===== src/rtl/craft_round_constants.sv =====
// CRAFT round-constant generator: two free-running LFSRs (periods 15 and 7)
// packed into an 8-bit constant, advanced once per round by ce.
module craft_round_constants (
    input  logic       clk,
    input  logic       rst,
    input  logic       ce,
    output logic [7:0] rc
);

    logic [3:0] a;
    logic [2:0] b;

    always_ff @(posedge clk or negedge rst) begin
        if (!rst) begin
            a <= 4'b0001;
            b <= 3'b001;
        end else if (ce) begin
            a <= {a[1] ^ a[0], a[3], a[2], a[1]};
            b <= {b[1] ^ b[0], b[2], b[1]};
        end
    end

    // Bit 3 is a constant zero so rc comes straight off the flops.
    assign rc = {a, 1'b0, b};

endmodule


===== config.mk =====
export PLATFORM = sky130hd
export DESIGN_NAME = craft_round_constants
export DESIGN_NICKNAME = d
export VERILOG_FILES = /design/src/rtl/craft_round_constants.sv
export SDC_FILE = /design/constraint.sdc
export NUM_CORES = 1
export LEC_CHECK = 0
export ABC_AREA = 1
export ABC_CLOCK_PERIOD_IN_PS = 990
export BUFFER_PORTS_ARGS = -buffer_cell sky130_fd_sc_hd__buf_2
export CAP_MARGIN = 10
export CORE_AREA = 2 2 39 41
export CTS_CLUSTER_DIAMETER = 30
export DETAILED_ROUTE_END_ITERATION = 16
export DIE_AREA = 0 0 41 43
export GPL_ROUTABILITY_DRIVEN = 0
export PLACE_DENSITY_LB_ADDON = 0.08
export SYNTH_ARGS = -nofsm -noshare
export SYNTH_HDL_FRONTEND = slang
export SYNTH_SLANG_ARGS = --single-unit

===== constraint.sdc =====
create_clock -name clk -period 0.99 [get_ports clk]
set_input_delay 0.297 -clock clk [delete_from_list [all_inputs] [get_ports clk]]
set_output_delay 0.297 -clock clk [all_outputs]
set_load 0.02 [all_outputs]

Word level (Yosys, flattened, before mapping)
Index checks and enable logic that the tools add are counted.
{ "totals": {"register_bits": 7, "output_inout_bits": 8, "elab_cells": 4} }
{ "classes": {"bitwise": 2} }
{ "op_table": {"columns": ["cell", "n"], "rows": [
  ["$xor A1 B1 Y1", 2]
]} }

Logic depth before layout (Yosys ltp)
{ "depth": {"ltp_word": 1, "depth_mapped": 4, "ltp_nobuf": 4} }

Worst setup path before layout
Ideal clock, no wire load.
{ "synth_path": {"path_type": "register to register", "startpoint": "reg b[0]", "endpoint": "reg b[2]", "setup_time_ps": 117, "t_arrival_ps": 765, "required_time_ps": 873, "slack_ps": 108, "stages_incl_launch_ff": 4, "synth_period_minus_slack_ps": 882, "cell_sequence": "dfstp_2 -> nand2_1 -> nand3_2 -> nand2_1"} }
{ "synth_between": {"elab_chain_cells": 1} }
{ "synth_lines": {"columns": ["item", "line_no", "rtl"], "rows": [
  ["start: declaration", "11", "logic [2:0] b;"],
  ["start signal: assignment", "19", "b <= {b[1] ^ b[0], b[2], b[1]};"],
  ["$xor A1 B1 Y1", "19", null]
]} }
Every way passes these cells.
A chain may end at the register's enable or synchronous reset.

Worst setup path after layout
{ "layout_path": {"startpoint": "reg a[0]", "endpoint": "out rc[4]"} }
{ "layout_rtl": {"columns": ["item", "line_no", "rtl"], "rows": [
  ["start: declaration", "10", "logic [3:0] a;"],
  ["start signal: assignment", "18", "a <= {a[1] ^ a[0], a[3], a[2], a[1]};"],
  ["end: declaration", "7", "output logic [7:0] rc"]
]} }
No word-level cell between the ends.

==> metrics.md <==
| Metric | Value |
|---|---|
| CP required | `between 600 and 700 ps` |
| Fin crit period | `roughly 1200 ps` |
| Worst path depth | `1` |
| CP endpoint kind | `output pin` |
| R2r setup slk | `60 ps` |
| Crit-path max cell delay | `~530 ps` |
| Leakage | `between 0.2 and 0.3 nW` |
| Vias/cell | `between 4 and 5` |
| Register area | `178 um2` |
| HPWL Detailed | `approximately 440 um` |
| Fillers | `140` |
| Gr ovfl total | `0` |
| First-pass GRT wire length | `about 970 um` |
| Clk slew on worst S/H paths | `50 ps` |
| R2R cell count | `5` |
| Final WS setup | `-193 ps` |
| Failing checks | `setup timing` |
| GRT Util Overall | `under 10%` |
| Worst R2R End | `a[3]` |
| Crit-path slowest cell | `dfstp_2` |
| Synthesized area | `around 330 um2` |
| DP Area | `373 um2` |
| Final nets | `58` |
| Syn_area_per_cell | `9.07 um2` |
| Final slew viol count | `0` |
| CTS tree | `built` |
| Initial antenna violation count | `0` |
| Fin cells | `70` |
| Critical R2R Launch | `a[0]` |
| Starting Density | `23.6%` |
| # rows | `14` |
| Crit path from | `a[0]` |
| Number of synthesized register bits | `7` |
| Insertion delay to the later sink of the worst-skew pair | `between 200 and 250 ps` |
| Main synth FF type | `dfrtp_1` |
| Worst Path Max Fanout | `2` |
| Fraction of layout cells with a size suffix above 1 | `46.3%` |
| Async set-reset flop share out of synthesis | `100%` |
| P per Cell Area | `around 2500 nW/um2` |
| Outcome | `finished with violations` |
| Vias in the first global route | `260` |
| Level count of the clock H-tree | `1` |
| Initial DRC count | `1` |
| Area Overhead vs Synth | `52.5%` |
| Largest cells by area after synthesis | `dfrtp_1 (38%), nand2_1 (17%), dfstp_2 (16%)` |
| Core ar. | `between 1000 and 1500 um2` |
| Worst hold margin | `approximately 380 ps` |
| Worst Hold Class | `input pin to register` |
| DIE WIDTH | `around 41 um` |
| Pin count of the biggest net entering global routing | `13` |
| Iteration count of the initial detailed-routing pass | `2` |
| RSZ-0062 raised after global routing | `true` |
| Count leader, synth | `nand2_1` |
| Synth warnings | `0` |
| Count of input and output buffers | `9` |
| Seq/Total Area, Yosys | `between 50 and 60%` |
| Delay-heaviest family, CP | `flip-flops` |
| Setup CP Type | `register to output pin` |
| Setup TNS | `-759 ps` |
| Post-Route Utilization | `36.0%` |
| DIE HEIGHT | `43 um` |
| Cell Chain, Critical Path | `buf_6` |
| DRT antenna net count | `0` |
| Remaining DRCs | `0` |
| Routed via count | `~280` |
| Number of flops mapped to enable cells by yosys | `0` |
| Fin crit share | `119%` |
| Worst Setup Start Kind | `register` |
| Max_cap viols | `0` |
| Synth cell count leaders | `nand2_1 (15), dfrtp_1 (5), inv_1 (5)` |
| Top cell type's share of synthesized area | `between 30% and 40%` |
| Endpoint of the worst setup timing path | `rc[4]` |
| Design Area, Final | `roughly 500 um2` |
| Max IR drop VDD | `about 0.0011 V` |
| Worst Clk Skew | `0.0815 ps` |
| Final Hold Viols | `0` |
| Area of the multi-input gates | `approximately 110 um2` |
| CTS Buffer Depth | `2` |
| Total die area | `around 1800 um2` |
| Clock Sinks | `7` |
| Root Buffer | `clkbuf_4` |
| Synthesized Nets | `39` |
| Crit path buf inv count | `1` |
| # diodes | `0` |
| Number of distinct library cells after synthesis | `10` |
| Setup Viol. Count Final | `7` |
| Num CTS Buffers | `3` |
| Synth area leader | `dfrtp_1` |
| Post-Synthesis Cells | `36` |
| Avg WL per Cell | `roughly 8.4 um` |
| Arrival time at the worst endpoint | `roughly 900 ps` |
| Num ports | `11` |
| DP Cell Count | `between 50 and 60` |
| Achievable frequency | `between 800 and 900 MHz` |
| Final wirelength | `~590 um` |
==> sequential cells by signal, indices dropped and copies added, names as in the netlist <==
signal and flops:
a 4, b 3
==> final cells by class <==
cell class | count | area share, %
clock buffer | 4 | 5.28
inverter | 5 | 3.77
multi-input combinational | 22 | 22.4
sequential | 7 | 35.7
tap | 16 | 4.02
timing repair buffer | 16 | 28.9
==> what timing repair did <==
action                     CTS  global route
hold buffers                 1             0
hold endpoints to repair     5             0
buffers inserted             5             1
gates resized for setup     14             0
setup endpoints to repair    7             7
gates cloned                 0             0
==> per-layer routing <==
layer  share of wire [%]  track usage (%)  routed length, um
met1                  41             8.94                241
met2                  48             12.5                285
met3                 8.8             6.28                 52
met4                 1.7             6.00                 10
met5                   0                0                  0
==> power breakdown <==
| part | switching, mW | total, mW | leakage, nW | internal [mW] |
|---|---|---|---|---|
| clock network | 0.0997 | 0.253 | 0.0150 | 0.153 |
| logic | 0.265 | 0.554 | 0.161 | 0.289 |
| registers | 0.0572 | 0.439 | 0.0840 | 0.381 |
| total | 0.422 | 1.25 | 0.260 | 0.824 |
==> cell families (layout without fill, tap and decap cells) <==
family	Yosys count	in the layout	share of synthesized area, %
simple gates	17	17	23.4
compound gates	4	4	9.58
buf+inv	7	25	11.5
other cells	1	1	1.15
flops	7	7	54.4
==> metrics by stage <==
| step | setup WS (ps) | total power, mW |
|---|---|---|
| 6_report | -193 | 1.25 |
| 5_1_grt | -226 | 1.34 |
| 4_1_cts | -206 | 1.25 |
| 3_5_place_dp | 19.0 | 0.796 |
| 3_3_place_gp | 23.3 | 0.791 |
| 2_1_floorplan | 108 | 0.687 |
==> cell usage in the layout, fill, tap and decap left out, drive strengths merged <==
master        n
nand2        15
buf          15
inv           5
dfrtp         5
o21ai         4
clkbuf        4
nand3         2
dfstp         2
conb          1
dlygate4sd3   1
==> worst min-delay path by stage <==
stage,startpoint,endpoint,slack [ps],cells after the start
global route,ce,a[0],390,2
global placement,rst,a[1],140,1
CTS,ce,a[0],380,2
floorplan,rst,a[1],1,0
finish,ce,a[0],380,2
detailed placement,rst,a[1],140,1
Note: power is estimated with default switching activity, not from simulation.
